`src/rtl/vga_pkg.sv`:
```
// Shared timing defaults, RGB444 field positions and the stage-0 control bundle
// used by the VGA scan controller and its sync generator.
package vga_pkg;

  localparam int unsigned DEF_H_ACTIVE = 800;
  localparam int unsigned DEF_H_FP     = 56;
  localparam int unsigned DEF_H_SYNC   = 120;
  localparam int unsigned DEF_H_BP     = 64;
  localparam int unsigned DEF_V_ACTIVE = 600;
  localparam int unsigned DEF_V_FP     = 37;
  localparam int unsigned DEF_V_SYNC   = 6;
  localparam int unsigned DEF_V_BP     = 23;

  localparam int unsigned DEF_H_TOTAL = DEF_H_ACTIVE + DEF_H_FP + DEF_H_SYNC + DEF_H_BP;
  localparam int unsigned DEF_V_TOTAL = DEF_V_ACTIVE + DEF_V_FP + DEF_V_SYNC + DEF_V_BP;

  localparam int unsigned RGB_W = 12;
  localparam int unsigned R_MSB = 11;
  localparam int unsigned R_LSB = 8;
  localparam int unsigned G_MSB = 7;
  localparam int unsigned G_LSB = 4;
  localparam int unsigned B_MSB = 3;
  localparam int unsigned B_LSB = 0;

  // Per-pixel control bits that travel down the alignment pipeline together.
  typedef struct packed {
    logic act;
    logic hs;
    logic vs;
    logic sof;
  } vga_ctl_t;

  // Counter width able to hold every value up to and including 'total'.
  function automatic int unsigned cnt_width(input int unsigned total);
    return $clog2(total + 1);
  endfunction

endpackage

```
`src/rtl/vga_sync_gen.sv`:
```
// Horizontal/vertical raster counters and the stage-0 decode of active video,
// sync pulses and start-of-frame.
module vga_sync_gen
  import vga_pkg::*;
#(
  parameter int unsigned H_ACTIVE = DEF_H_ACTIVE,
  parameter int unsigned H_FP     = DEF_H_FP,
  parameter int unsigned H_SYNC   = DEF_H_SYNC,
  parameter int unsigned H_BP     = DEF_H_BP,
  parameter int unsigned V_ACTIVE = DEF_V_ACTIVE,
  parameter int unsigned V_FP     = DEF_V_FP,
  parameter int unsigned V_SYNC   = DEF_V_SYNC,
  parameter int unsigned V_BP     = DEF_V_BP
) (
  input  logic     pclk,
  input  logic     resetn,
  output vga_ctl_t ctl0,
  output logic     vblank
);

  localparam int unsigned H_TOTAL = H_ACTIVE + H_FP + H_SYNC + H_BP;
  localparam int unsigned V_TOTAL = V_ACTIVE + V_FP + V_SYNC + V_BP;
  localparam int unsigned HW = cnt_width(H_TOTAL);
  localparam int unsigned VW = cnt_width(V_TOTAL);

  // One extra counter bit keeps the exclusive sync-end bound representable.
  localparam logic [HW-1:0] H_LAST   = HW'(H_TOTAL - 1);
  localparam logic [HW-1:0] H_VIS    = HW'(H_ACTIVE);
  localparam logic [HW-1:0] HS_START = HW'(H_ACTIVE + H_FP);
  localparam logic [HW-1:0] HS_END   = HW'(H_ACTIVE + H_FP + H_SYNC);
  localparam logic [VW-1:0] V_LAST   = VW'(V_TOTAL - 1);
  localparam logic [VW-1:0] V_VIS    = VW'(V_ACTIVE);
  localparam logic [VW-1:0] VS_START = VW'(V_ACTIVE + V_FP);
  localparam logic [VW-1:0] VS_END   = VW'(V_ACTIVE + V_FP + V_SYNC);

  logic [HW-1:0] h_cnt_reg;
  logic [VW-1:0] v_cnt_reg;
  logic          h_wrap;
  logic          v_wrap;

  assign h_wrap = (h_cnt_reg == H_LAST);
  assign v_wrap = (v_cnt_reg == V_LAST);

  always_ff @(posedge pclk or negedge resetn) begin
    if (!resetn) begin
      h_cnt_reg <= '0;
      v_cnt_reg <= '0;
    end else if (h_wrap) begin
      h_cnt_reg <= '0;
      v_cnt_reg <= v_wrap ? '0 : v_cnt_reg + VW'(1);
    end else begin
      h_cnt_reg <= h_cnt_reg + HW'(1);
    end
  end

  always_comb begin
    ctl0     = '0;
    ctl0.act = (h_cnt_reg < H_VIS) && (v_cnt_reg < V_VIS);
    ctl0.hs  = (h_cnt_reg >= HS_START) && (h_cnt_reg < HS_END);
    ctl0.vs  = (v_cnt_reg >= VS_START) && (v_cnt_reg < VS_END);
    ctl0.sof = (h_cnt_reg == '0) && (v_cnt_reg == '0);
  end

  // Raw line-counter view for software polling; deliberately not pipelined.
  assign vblank = (v_cnt_reg >= V_VIS);

endmodule

```
`src/rtl/vga_scan_ctrl.sv`:
```
// VGA scan controller: linear video-memory address generation plus a 3-stage
// pipeline that realigns returned RGB444 pixels with sync and blanking.
module vga_scan_ctrl
  import vga_pkg::*;
#(
  parameter int unsigned VMEM_ADDR_WIDTH = 19,
  parameter int unsigned H_ACTIVE        = DEF_H_ACTIVE,
  parameter int unsigned H_FP            = DEF_H_FP,
  parameter int unsigned H_SYNC          = DEF_H_SYNC,
  parameter int unsigned H_BP            = DEF_H_BP,
  parameter int unsigned V_ACTIVE        = DEF_V_ACTIVE,
  parameter int unsigned V_FP            = DEF_V_FP,
  parameter int unsigned V_SYNC          = DEF_V_SYNC,
  parameter int unsigned V_BP            = DEF_V_BP,
  parameter logic        HS_POL          = 1'b1,
  parameter logic        VS_POL          = 1'b1
) (
  input  logic                       pclk,
  input  logic                       resetn,
  output logic [VMEM_ADDR_WIDTH-1:0] vmem_r_addr,
  input  logic [RGB_W-1:0]           vga_rdata,
  output logic [3:0]                 vga_r,
  output logic [3:0]                 vga_g,
  output logic [3:0]                 vga_b,
  output logic                       vga_hs,
  output logic                       vga_vs,
  output logic                       vga_de,
  output logic                       frame_start,
  output logic                       vblank
);

  // pix reaches H_ACTIVE*V_ACTIVE after the last visible pixel, which may be 2^W.
  localparam int unsigned PW = VMEM_ADDR_WIDTH + 1;

  vga_ctl_t                   ctl0;
  vga_ctl_t                   ctl1_reg;
  vga_ctl_t                   ctl2_reg;
  logic [PW-1:0]              pix_reg;
  logic [VMEM_ADDR_WIDTH-1:0] addr_reg;
  logic [RGB_W-1:0]           rgb_reg;
  logic                       hs_reg;
  logic                       vs_reg;
  logic                       de_reg;
  logic                       fs_reg;

  vga_sync_gen #(
    .H_ACTIVE (H_ACTIVE),
    .H_FP     (H_FP),
    .H_SYNC   (H_SYNC),
    .H_BP     (H_BP),
    .V_ACTIVE (V_ACTIVE),
    .V_FP     (V_FP),
    .V_SYNC   (V_SYNC),
    .V_BP     (V_BP)
  ) u_sync_gen (
    .pclk   (pclk),
    .resetn (resetn),
    .ctl0   (ctl0),
    .vblank (vblank)
  );

  // Incrementing pixel index avoids a v*H_ACTIVE+h multiplier.
  always_ff @(posedge pclk or negedge resetn) begin
    if (!resetn) begin
      addr_reg <= '0;
      pix_reg  <= '0;
    end else if (ctl0.sof) begin
      addr_reg <= '0;
      pix_reg  <= PW'(1);
    end else if (ctl0.act) begin
      addr_reg <= pix_reg[VMEM_ADDR_WIDTH-1:0];
      pix_reg  <= pix_reg + PW'(1);
    end
  end

  assign vmem_r_addr = addr_reg;

  always_ff @(posedge pclk or negedge resetn) begin
    if (!resetn) begin
      ctl1_reg <= '0;
      ctl2_reg <= '0;
    end else begin
      ctl1_reg <= ctl0;
      ctl2_reg <= ctl1_reg;
    end
  end

  // Blanking data from memory is discarded here so it never reaches the pins.
  always_ff @(posedge pclk or negedge resetn) begin
    if (!resetn) begin
      rgb_reg <= '0;
      hs_reg  <= ~HS_POL;
      vs_reg  <= ~VS_POL;
      de_reg  <= 1'b0;
      fs_reg  <= 1'b0;
    end else begin
      rgb_reg <= ctl2_reg.act ? vga_rdata : '0;
      hs_reg  <= ctl2_reg.hs ? HS_POL : ~HS_POL;
      vs_reg  <= ctl2_reg.vs ? VS_POL : ~VS_POL;
      de_reg  <= ctl2_reg.act;
      fs_reg  <= ctl2_reg.sof;
    end
  end

  assign vga_r       = rgb_reg[R_MSB:R_LSB];
  assign vga_g       = rgb_reg[G_MSB:G_LSB];
  assign vga_b       = rgb_reg[B_MSB:B_LSB];
  assign vga_hs      = hs_reg;
  assign vga_vs      = vs_reg;
  assign vga_de      = de_reg;
  assign frame_start = fs_reg;

endmodule
```
`config.mk`:
```
export PLATFORM = sky130hd
export DESIGN_NAME = vga_scan_ctrl
export DESIGN_NICKNAME = d
export VERILOG_FILES = /design/src/rtl/vga_pkg.sv /design/src/rtl/vga_sync_gen.sv /design/src/rtl/vga_scan_ctrl.sv
export SDC_FILE = /design/constraint.sdc
export NUM_CORES = 1
export LEC_CHECK = 0
export ABC_AREA = 1
export BUFFER_PORTS_ARGS = -buffer_cell sky130_fd_sc_hd__clkbuf_2
export CORE_UTILIZATION = 57
export DETAILED_ROUTE_END_ITERATION = 8
export PLACE_DENSITY = 0.86
export SLEW_MARGIN = 20
export SYNTH_ARGS = -nofsm -noshare
export SYNTH_HDL_FRONTEND = slang
export SYNTH_HIERARCHICAL = 1
export SYNTH_SLANG_ARGS = --single-unit
export TNS_END_PERCENT = 5
```
`constraint.sdc`:
```
create_clock -name pclk -period 2.7 [get_ports pclk]
set_input_delay 0.135 -clock pclk [delete_from_list [all_inputs] [get_ports pclk]]
set_output_delay 0.135 -clock pclk [all_outputs]
set_load 0.05 [all_outputs]
```
==> results of run 1 <==
## layout make-up
cell class              instances  area, sq um
well taps                      77         96.3
fillers                       475         1930
clock inverters                 6         90.1
repair buffers                 63          387
multi-input cells             301         1460
clock buffers                  10          128
inverters                      66          250
flip-flops and latches         83         2080
## power breakdown
group,internal (mW),switching (mW)
Sequential,1.25,0.00209
Clock,0.523,0.449
Combinational,0.0279,0.0698
## per-layer routing
layer,part of all wire [%],routed length (um)
met5,0,0
met4,2.7,223
met3,6.8,556
met2,47,3850
met1,43,3550
## cells in the final DEF, fill, tap and decap left out, types with 2 or more instances in the layout
master / netlist / final
nand2_1: 124 / 124
dfrtp_1: 83 / 83
inv_1: 64 / 64
nor2_1: 53 / 53
clkbuf_2: 0 / 48
nand3_1: 33 / 33
o21ai_0: 24 / 24
dlygate4sd3_1: 0 / 12
clkbuf_8: 0 / 9
a21oi_1: 8 / 8
xor2_1: 8 / 8
o21ai_1: 7 / 7
ha_1: 7 / 7
nand4_1: 7 / 7
nor3_1: 7 / 6
nor2_4: 4 / 4
nor2_2: 3 / 3
nand2_2: 3 / 3
nand3b_1: 2 / 2
bufinv_16: 0 / 2
clkinv_4: 0 / 2
buf_4: 1 / 2
xnor2_1: 2 / 2
nor4_1: 2 / 2
o21ai_2: 2 / 2
## cells by family after synthesis
kind of cell | share of synthesized area (%)
simple gates | 27.3
fa+ha+maj | 2.28
flops | 54.1
buf+inv | 8.01
compound gates | 6.09
xor+xnor | 2.28
## path summary, 6_finish.rpt
check | slack [ns] | end | start
max | 0.28 | pix_reg[0] | u_sync_gen/v_cnt_reg[0]
min | -0.0006 | rgb_reg[1] | vga_rdata[1]
max reg2reg | 0.28 | pix_reg[0] | u_sync_gen/v_cnt_reg[0]
min reg2reg | 0.36 | vga_hs | ctl2_reg[2]
max in group asynchronous | 1.82 | u_sync_gen/v_cnt_reg[9] | resetn
min in group asynchronous | 0.38 | pix_reg[0] | resetn
## metrics by stage
stage	hold slack [ns]	cell area [sq um]	util (%)
4_1_cts	0.00233	4490	69.9
3_3_place_gp	0.322	4150	64.6
2_1_floorplan	-0.161	3840	-
5_1_grt	0.00135	4490	69.9
6_report	-0.000596	4490	69.9
3_5_place_dp	0.328	4150	64.6
## critical path, delay by kind of cell (launching register included)
| family | cells | cell delay [ns] |
|---|---|---|
| buffers and inverters | 3 | 0.68 |
| AO/OA/AOI/OAI | 1 | 0.15 |
| AND/OR/NAND/NOR | 6 | 0.92 |
| adder cells (fa/ha/maj) | 1 | 0.15 |
| flip-flops | 1 | 0.44 |
==> reports/qor.csv, run 1 <==
metric,value,unit
Pleak,2.33,nW
largest net degree at the start of global routing,84,
Via-to-Cell Ratio,5.29,
Fin Clk Skew,0.00879,ns
"top cells by area, synth","dfrtp_1 (54%), nand2_1 (12%), inv_1 (6.3%), nor2_1 (5.2%), nand3_1 (4.3%)",
unrepaired setup endpoints after global routing,false,
Critical Path End Type,flip-flop,
height of the die,84.1,um
top_reg_cell synth,dfrtp_1,
pins over their slew limit,0,
final setup violation count,0,
clk sink count,83,
Worst R2R Path Depth,11,
Worst-path clk slew,0.09,ns
Setup TNS Final,0,ns
hold buffer count at CTS,12,
chip width,84.1,um
initial antenna violation count,0,
H-tree depth,3,
CP arrival,2.69,ns
grt met3 use,5.34,%
cts bufs inserted,9,
Post-synth top cells,"nand2_1 (124), dfrtp_1 (83), inv_1 (64)",
share of cells above drive strength 1,15.9,%
Core Box Area,6420,sq um
Tcrit/Tclk final,89.6,%
first-pass GRT wire length,14.1,mm
total die area,7070,sq um
Post-Place Setup Slack,0.290,ns
post-route ant nets,0,
syn_nets,480,
Syn-to-layout area delta,16.9,%
"count leader, synth",nand2_1,
Mapped Cells,459,
DP HPWL,5.51,mm
violated checks,"DRC, hold timing",
CP startpoint kind,flip-flop,
Final Power,2.32,mW
Clock Latency Late Sink,0.35,ns
M1 GR Usage,33.6,%
# Max-Cap Violations,0,
count of input and output buffers,49,
WHS Path Cells,3,
met2 usage,41.2,%
Synth area leader,dfrtp_1,
CTS tree,done,
row count,29,
clock root buffer,clkbuf_8,
routed len/inst,13.5,um
Post-CTS Resized,0,
Final Hold Fails,1,
# diodes,0,
slowest CP cell,dfrtp_1,
fin cells,606,
grt peak-use layer,met2,
via count,3205,
cell chain of the critical path,inv_1 > ha_1 > nand2_1 > nor3_1 > nand3_1 > nor4_1 > buf_4 > inv_1 > nand2_1 > nor2_1 > a21oi_1,
VDD IR-drop max,0.250,mV
postcts setup bufs,0,
Worst Path Required,2.97,ns
Nets,545,
vias in the first global route,3118,
Post-synth EDFFs,0,
kind of critical path,reg -> reg,
Worst Tran Pin Value,0.734,ns
Yosys top cell area share,54.1,%
"Largest stage delay, worst path",0.44,ns
GR Util All Layers,25.5,%
synthesized area per cell,8.37,sq um
drt total wl,8.18,mm
Max clock buf depth,2,
# DRC,16,
"Distinct cells, synth",30,
grt ovf,0,
Min Hold Slack,-0.000596,ns
Initial Util,59.8,%
status,"finished, violations left",
post-synthesis cell area,3840,sq um
Yosys warnings,6,
Fmax,413,MHz
DR iter-0 viols,331,
placed cell count,578,
IO Pins,50,
Yosys reg bits,83,
setup ws final,0.280,ns
"FFs w/ async S/R, synth",100,%
Cell Pwr Density,517,nW/um^2
DRT Pass-1 Iters,7,
RePlAce Congestion,0.899,
Max-slew headroom,51.0,%
sequential area share after synthesis,54.1,%
Tmin final,2.42,ns
worst-path fanout max,25,
Hold WC Path Type,in -> reg,
Power figures use the tool's default switching activity.
==> run 2, diff against run 1 <==
==> constraint.sdc (replaced) <==
create_clock -name pclk -period 2.6 [get_ports pclk]
set_input_delay 0.13 -clock pclk [delete_from_list [all_inputs] [get_ports pclk]]
set_output_delay 0.13 -clock pclk [all_outputs]
set_load 0.05 [all_outputs]
==> reports/qor.csv, run 2 (synthesis results as in run 1) <==
metric,value,unit,change
status,"finished, violations left",,unchanged
violated checks,DRC,,"was DRC, hold timing"
row count,29,,unchanged
area of the multi-input gates,1480,sq um,was 1460 sq um
IO Pins,50,,unchanged
Max-slew headroom,51.6,%,was 51.0%
initial antenna violation count,0,,unchanged
DR iter-0 viols,260,,was 331
# diodes,0,,unchanged
Tcrit/Tclk final,90.2,%,was 89.6%
CP arrival,2.59,ns,was 2.69 ns
# DRC,16,,unchanged
Psw,0.539,mW,was 0.521 mW
largest net degree at the start of global routing,84,,unchanged
filler instances,476,,was 475
cts bufs inserted,9,,unchanged
VDD IR-drop max,0.283,mV,was 0.250 mV
Final Power,2.51,mW,was 2.32 mW
pins over their slew limit,0,,unchanged
Initial Util,59.8,%,unchanged
drt total wl,7.74,mm,was 8.18 mm
DP HPWL,4.97,mm,was 5.51 mm
Via-to-Cell Ratio,5.24,,was 5.29
Max clock buf depth,2,,unchanged
final core occ,70.7,%,was 69.9%
RePlAce Congestion,0.853,,was 0.899
chip width,84.1,um,unchanged
Hold WC Path Type,reg -> reg,,was in -> reg
Fmax,426,MHz,was 413 MHz
Tmin final,2.35,ns,was 2.42 ns
kind of critical path,reg -> reg,,unchanged
H-tree depth,3,,unchanged
Worst-path clk slew,0.08,ns,was 0.09 ns
count of input and output buffers,49,,unchanged
sw frac,21.5,%,was 22.4%
share of cells above drive strength 1,16.6,%,was 15.9%
clock root buffer,clkbuf_8,,unchanged
Comb pwr share,4.1,%,was 4.2%
most frequent cells in the layout,"nand2_1 (123), dfrtp_1 (83), inv_1 (63)",,"was nand2_1 (124), dfrtp_1 (83), inv_1 (64)"
first-pass GRT wire length,13.5,mm,was 14.1 mm
Critical Path End Type,flip-flop,,unchanged
routed len/inst,12.8,um,was 13.5 um
grt ovf,0,,unchanged
CP startpoint kind,flip-flop,,unchanged
GR Util All Layers,24.2,%,was 25.5%
vias in the first global route,3017,,was 3118
Fin Clk Skew,0.00627,ns,was 0.00879 ns
Nets,546,,was 545
register area,2080,sq um,unchanged
clk sink count,83,,unchanged
final setup violation count,0,,unchanged
placed cell count,578,,unchanged
Syn-to-layout area delta,18.2,%,was 16.9%
Worst Path Required,2.84,ns,was 2.97 ns
Clk pwr share,44.1,%,was 41.8%
Worst Tran Pin Value,0.726,ns,was 0.734 ns
Clock Latency Late Sink,0.34,ns,was 0.35 ns
Flop pwr share,51.8,%,was 54.0%
worst-path fanout max,25,,unchanged
"commonest non-fill, non-tap cell in the layout",nand2_1,,unchanged
Core Box Area,6420,sq um,unchanged
Cell Pwr Density,552,nW/um^2,was 517 nW/um^2
via count,3180,,was 3205
fin cells,607,,was 606
Pleak,2.35,nW,was 2.33 nW
CTS tree,done,,unchanged
final instance area,4540,sq um,was 4490 sq um
Int Pwr,1.97,mW,was 1.80 mW
height of the die,84.1,um,unchanged
Final Hold Fails,0,,was 1
DRT Pass-1 Iters,7,,unchanged
post-route ant nets,0,,unchanged
total die area,7070,sq um,unchanged
unrepaired setup endpoints after global routing,true,,was false
placed cell areas,4160,sq um,was 4150 sq um
# Max-Cap Violations,0,,unchanged
==> run 2: area by class of cell <==
cell class	count	area share, %
clock buffer	10	2.81
timing repair buffer	64	8.73
clock inverter	6	2.48
tap	77	2.12
inverter	66	5.59
multi-input combinational	301	32.6
sequential	83	45.7
==> run 2: worst paths after layout <==
kind | from | end | slack, ns | cells past startpoint
min | ctl2_reg[1] | vga_vs | 0.35 | 0
max | u_sync_gen/v_cnt_reg[0] | pix_reg[5] | 0.25 | 12
min reg2reg | ctl2_reg[1] | vga_vs | 0.35 | 0
max in group asynchronous | resetn | pix_reg[1] | 1.72 | 2
min in group asynchronous | resetn | vmem_r_addr[3] | 0.38 | 2
max reg2reg | u_sync_gen/v_cnt_reg[0] | pix_reg[5] | 0.25 | 12
==> run 2: worst max-delay path, cell delays in order, from the launching register on <==
cell	delay (ns)
dfrtp_1	0.44
inv_1	0.14
ha_1	0.16
nand2_1	0.05
nor3_1	0.13
nand3_1	0.10
nor4_1	0.18
buf_4	0.22
clkinvlp_4	0.38
nand2_1	0.23
o21ai_0	0.11
nand2_1	0.07
inv_1	0.03
==> run 2: stage by stage <==
step | setup slack, ns | hold WS, ns | setup TNS [ns]
floorplan | 0.240 | -0.166 | 0
CTS | 0.207 | 0.355 | 0
global route | -0.0199 | 0.370 | -0.0293
global placement | 0.320 | 0.318 | 0
finish | 0.255 | 0.354 | 0
detailed placement | 0.220 | 0.321 | 0
==> run 2: timing repair <==
item,CTS,global route
hold buffers,13,0
gates resized for setup,0,4
setup endpoints to repair,0,9
setup buffers,0,0
endpoints found under the hold margin,67,0
==> run 2: power by group through the flow <==
| stage | logic [mW] | clock network, mW | registers [mW] |
|---|---|---|---|
| floorplan | 0.00678 | 0 | 1.36 |
| global placement | 0.0854 | 0 | 1.33 |
| detailed placement | 0.0870 | 0 | 1.33 |
| CTS | 0.103 | 1.12 | 1.30 |
| global route | 0.113 | 1.17 | 1.30 |
| finish | 0.102 | 1.11 | 1.30 |
==> run 2: routing by layer <==
| metal | vias up | global-route usage (%) | routed length (um) |
|---|---|---|---|
| li1 | 1575 | - | - |
| met1 | 1490 | 31.5 | 3520 |
| met2 | 97 | 38.7 | 3630 |
| met3 | 18 | 4.06 | 382 |
| met4 | 0 | 13.6 | 210 |
| met5 | - | 0 | 0 |
==> run 3, diff against run 2 <==
--- a/config.mk
+++ b/config.mk
@@ -10,6 +10,7 @@
 export CORE_UTILIZATION = 57
 export DETAILED_ROUTE_END_ITERATION = 8
 export PLACE_DENSITY = 0.86
+export RECOVER_POWER = 100
 export SLEW_MARGIN = 20
 export SYNTH_ARGS = -nofsm -noshare
 export SYNTH_HDL_FRONTEND = slang
==> reports/qor.csv, run 3 (synthesis results as in run 1) <==
metric,value,unit,change
violated checks,"DRC, capacitance limit, slew limit",,was DRC
Post-Place Setup Slack,0.220,ns,unchanged
Cell Pwr Density,558,nW/um^2,was 552 nW/um^2
Core Box Area,6420,sq um,unchanged
placed cell areas,4160,sq um,unchanged
IO Pins,50,,unchanged
Initial Util,59.8,%,unchanged
Max clock buf depth,2,,unchanged
worst-path fanout max,22,,was 25
chip width,84.1,um,unchanged
final instance area,4490,sq um,was 4540 sq um
DP HPWL,4.97,mm,unchanged
drt total wl,7.77,mm,was 7.74 mm
Clock Latency Late Sink,0.34,ns,about the same
HP Start,ctl2_reg[1],,unchanged
filler instances,504,,was 476
Pleak,2.23,nW,was 2.35 nW
r2r endpoint,pix_reg[18],,was pix_reg[5]
register area,2080,sq um,unchanged
CTS tree,done,,unchanged
grt ovf,0,,unchanged
Fin Clk Skew,0.00732,ns,was 0.00627 ns
row count,29,,unchanged
setup ws final,0.231,ns,was 0.255 ns
R2R Path Start,u_sync_gen/v_cnt_reg[0],,unchanged
DRT Pass-1 Iters,7,,unchanged
# DRC,16,,unchanged
Reg2Reg Setup Slack,0.23,ns,was 0.25 ns
H-tree depth,3,,unchanged
unrepaired setup endpoints after global routing,true,,unchanged
Min-Delay Endpoint,vga_vs,,unchanged
Max-slew headroom,-31.7,%,was 51.6%
Final Hold Fails,0,,unchanged
largest net degree at the start of global routing,84,,unchanged
kind of critical path,reg -> reg,,unchanged
most frequent cells in the layout,"nand2_1 (124), dfrtp_1 (83), inv_1 (63)",,"was nand2_1 (123), dfrtp_1 (83), inv_1 (63)"
routed len/inst,12.8,um,about the same
Setup TNS Final,0,ns,unchanged
initial antenna violation count,0,,unchanged
final core occ,69.8,%,was 70.7%
height of the die,84.1,um,unchanged
area of the multi-input gates,1470,sq um,was 1480 sq um
post-route ant nets,0,,unchanged
postcts setup bufs,0,,unchanged
Critical Path End Type,flip-flop,,unchanged
Worst Tran Pin Value,1.98,ns,was 0.726 ns
Worst R2R Path Depth,13,,was 12
status,"finished, violations left",,unchanged
via count,3180,,unchanged
Hold WC Path Type,reg -> reg,,unchanged
clk sink count,83,,unchanged
share of cells above drive strength 1,9.43,%,was 16.6%
Worst Path Required,2.84,ns,about the same
Fmax,422,MHz,was 426 MHz
Via-to-Cell Ratio,5.24,,unchanged
clock root buffer,clkbuf_8,,unchanged
pins over their slew limit,84,,was 0
"commonest non-fill, non-tap cell in the layout",nand2_1,,unchanged
CP startpoint kind,flip-flop,,unchanged
# diodes,0,,unchanged
Syn-to-layout area delta,16.7,%,was 18.2%
count of input and output buffers,49,,unchanged
total die area,7070,sq um,unchanged
cts bufs inserted,9,,unchanged
Tcrit/Tclk final,91.1,%,was 90.2%
Worst-path clk slew,0.08,ns,about the same
DR iter-0 viols,266,,was 260
WHS Path Cells,0,,unchanged
Tmin final,2.37,ns,was 2.35 ns
vias in the first global route,3017,,unchanged
# Max-Cap Violations,1,,was 0
first-pass GRT wire length,13.5,mm,unchanged
RePlAce Congestion,0.853,,unchanged
CP arrival,2.60,ns,was 2.59 ns
VDD IR-drop max,0.282,mV,was 0.283 mV
Nets,546,,unchanged
final setup violation count,0,,unchanged
GR Util All Layers,24.2,%,unchanged
-- run 3: cell count changes in the layout (fill, tap and decap cells not counted) --
cell / delta
clkbuf_1: +35
clkbuf_2: -34
nor2_2: -2
nand2_1: +1
nand2_2: -1
buf_6: -1
nor2_1: +2
-- run 3: cell type report --
class / count / share of cell area [%]
Multi-Input combinational cell: 301 / 32.8
Sequential cell: 83 / 46.3
Timing Repair Buffer: 64 / 7.73
Inverter: 66 / 5.66
Clock buffer: 10 / 2.85
Clock inverter: 6 / 2.51
Tap cell: 77 / 2.15
-- run 3: power breakdown --
group	internal, mW	switching [mW]	total [mW]
combinational	0.0264	0.0726	0.0990
clock	0.642	0.461	1.10
sequential	1.30	0.00228	1.30
total	1.97	0.536	2.50
-- run 3: worst max-delay path, cell delays in order, from the launching register on --
cell	delay, ns
dfrtp_1	0.44
inv_1	0.12
ha_1	0.21
nand2_1	0.06
nor3_1	0.04
nand3_1	0.08
nor4_1	0.05
buf_4	0.17
nor2_4	0.55
inv_1	0.13
nand3b_1	0.14
inv_1	0.06
a21oi_1	0.15
nor2_1	0.07
-- run 3: routing by layer --
| layer | vias to the layer above | routed length (um) | GRT usage, % |
|---|---|---|---|
| met5 | - | 0 | 0 |
| met2 | 86 | 3650 | 38.7 |
| met4 | 0 | 233 | 13.6 |
| met1 | 1502 | 3540 | 31.5 |
| met3 | 21 | 349 | 4.06 |
| li1 | 1571 | - | - |
-- run 3: how the worst max path moves through the flow --
stage	startpoint	slack [ns]	to
finish	u_sync_gen/v_cnt_reg[0]	0.23	pix_reg[18]
global route	u_sync_gen/v_cnt_reg[0]	-0.02	pix_reg[5]
CTS	u_sync_gen/v_cnt_reg[0]	0.21	pix_reg[0]
detailed placement	u_sync_gen/v_cnt_reg[0]	0.22	pix_reg[0]
global placement	u_sync_gen/v_cnt_reg[0]	0.32	pix_reg[0]
floorplan	u_sync_gen/v_cnt_reg[0]	0.24	pix_reg[12]
-- run 3: what timing repair did --
item	4_1_cts	5_1_grt
hold buffers	13	0
hold endpoints to repair	67	0
endpoints found under the setup margin	0	9
gates resized for setup	0	4
-- run 3: per-stage QoR --
stage	instances	hold WS [ns]	total power, mW
floorplan	459	-0.166	1.37
global placement	578	0.318	1.41
detailed placement	578	0.321	1.41
CTS	607	0.355	2.52
global route	607	0.370	2.58
finish	607	0.354	2.50
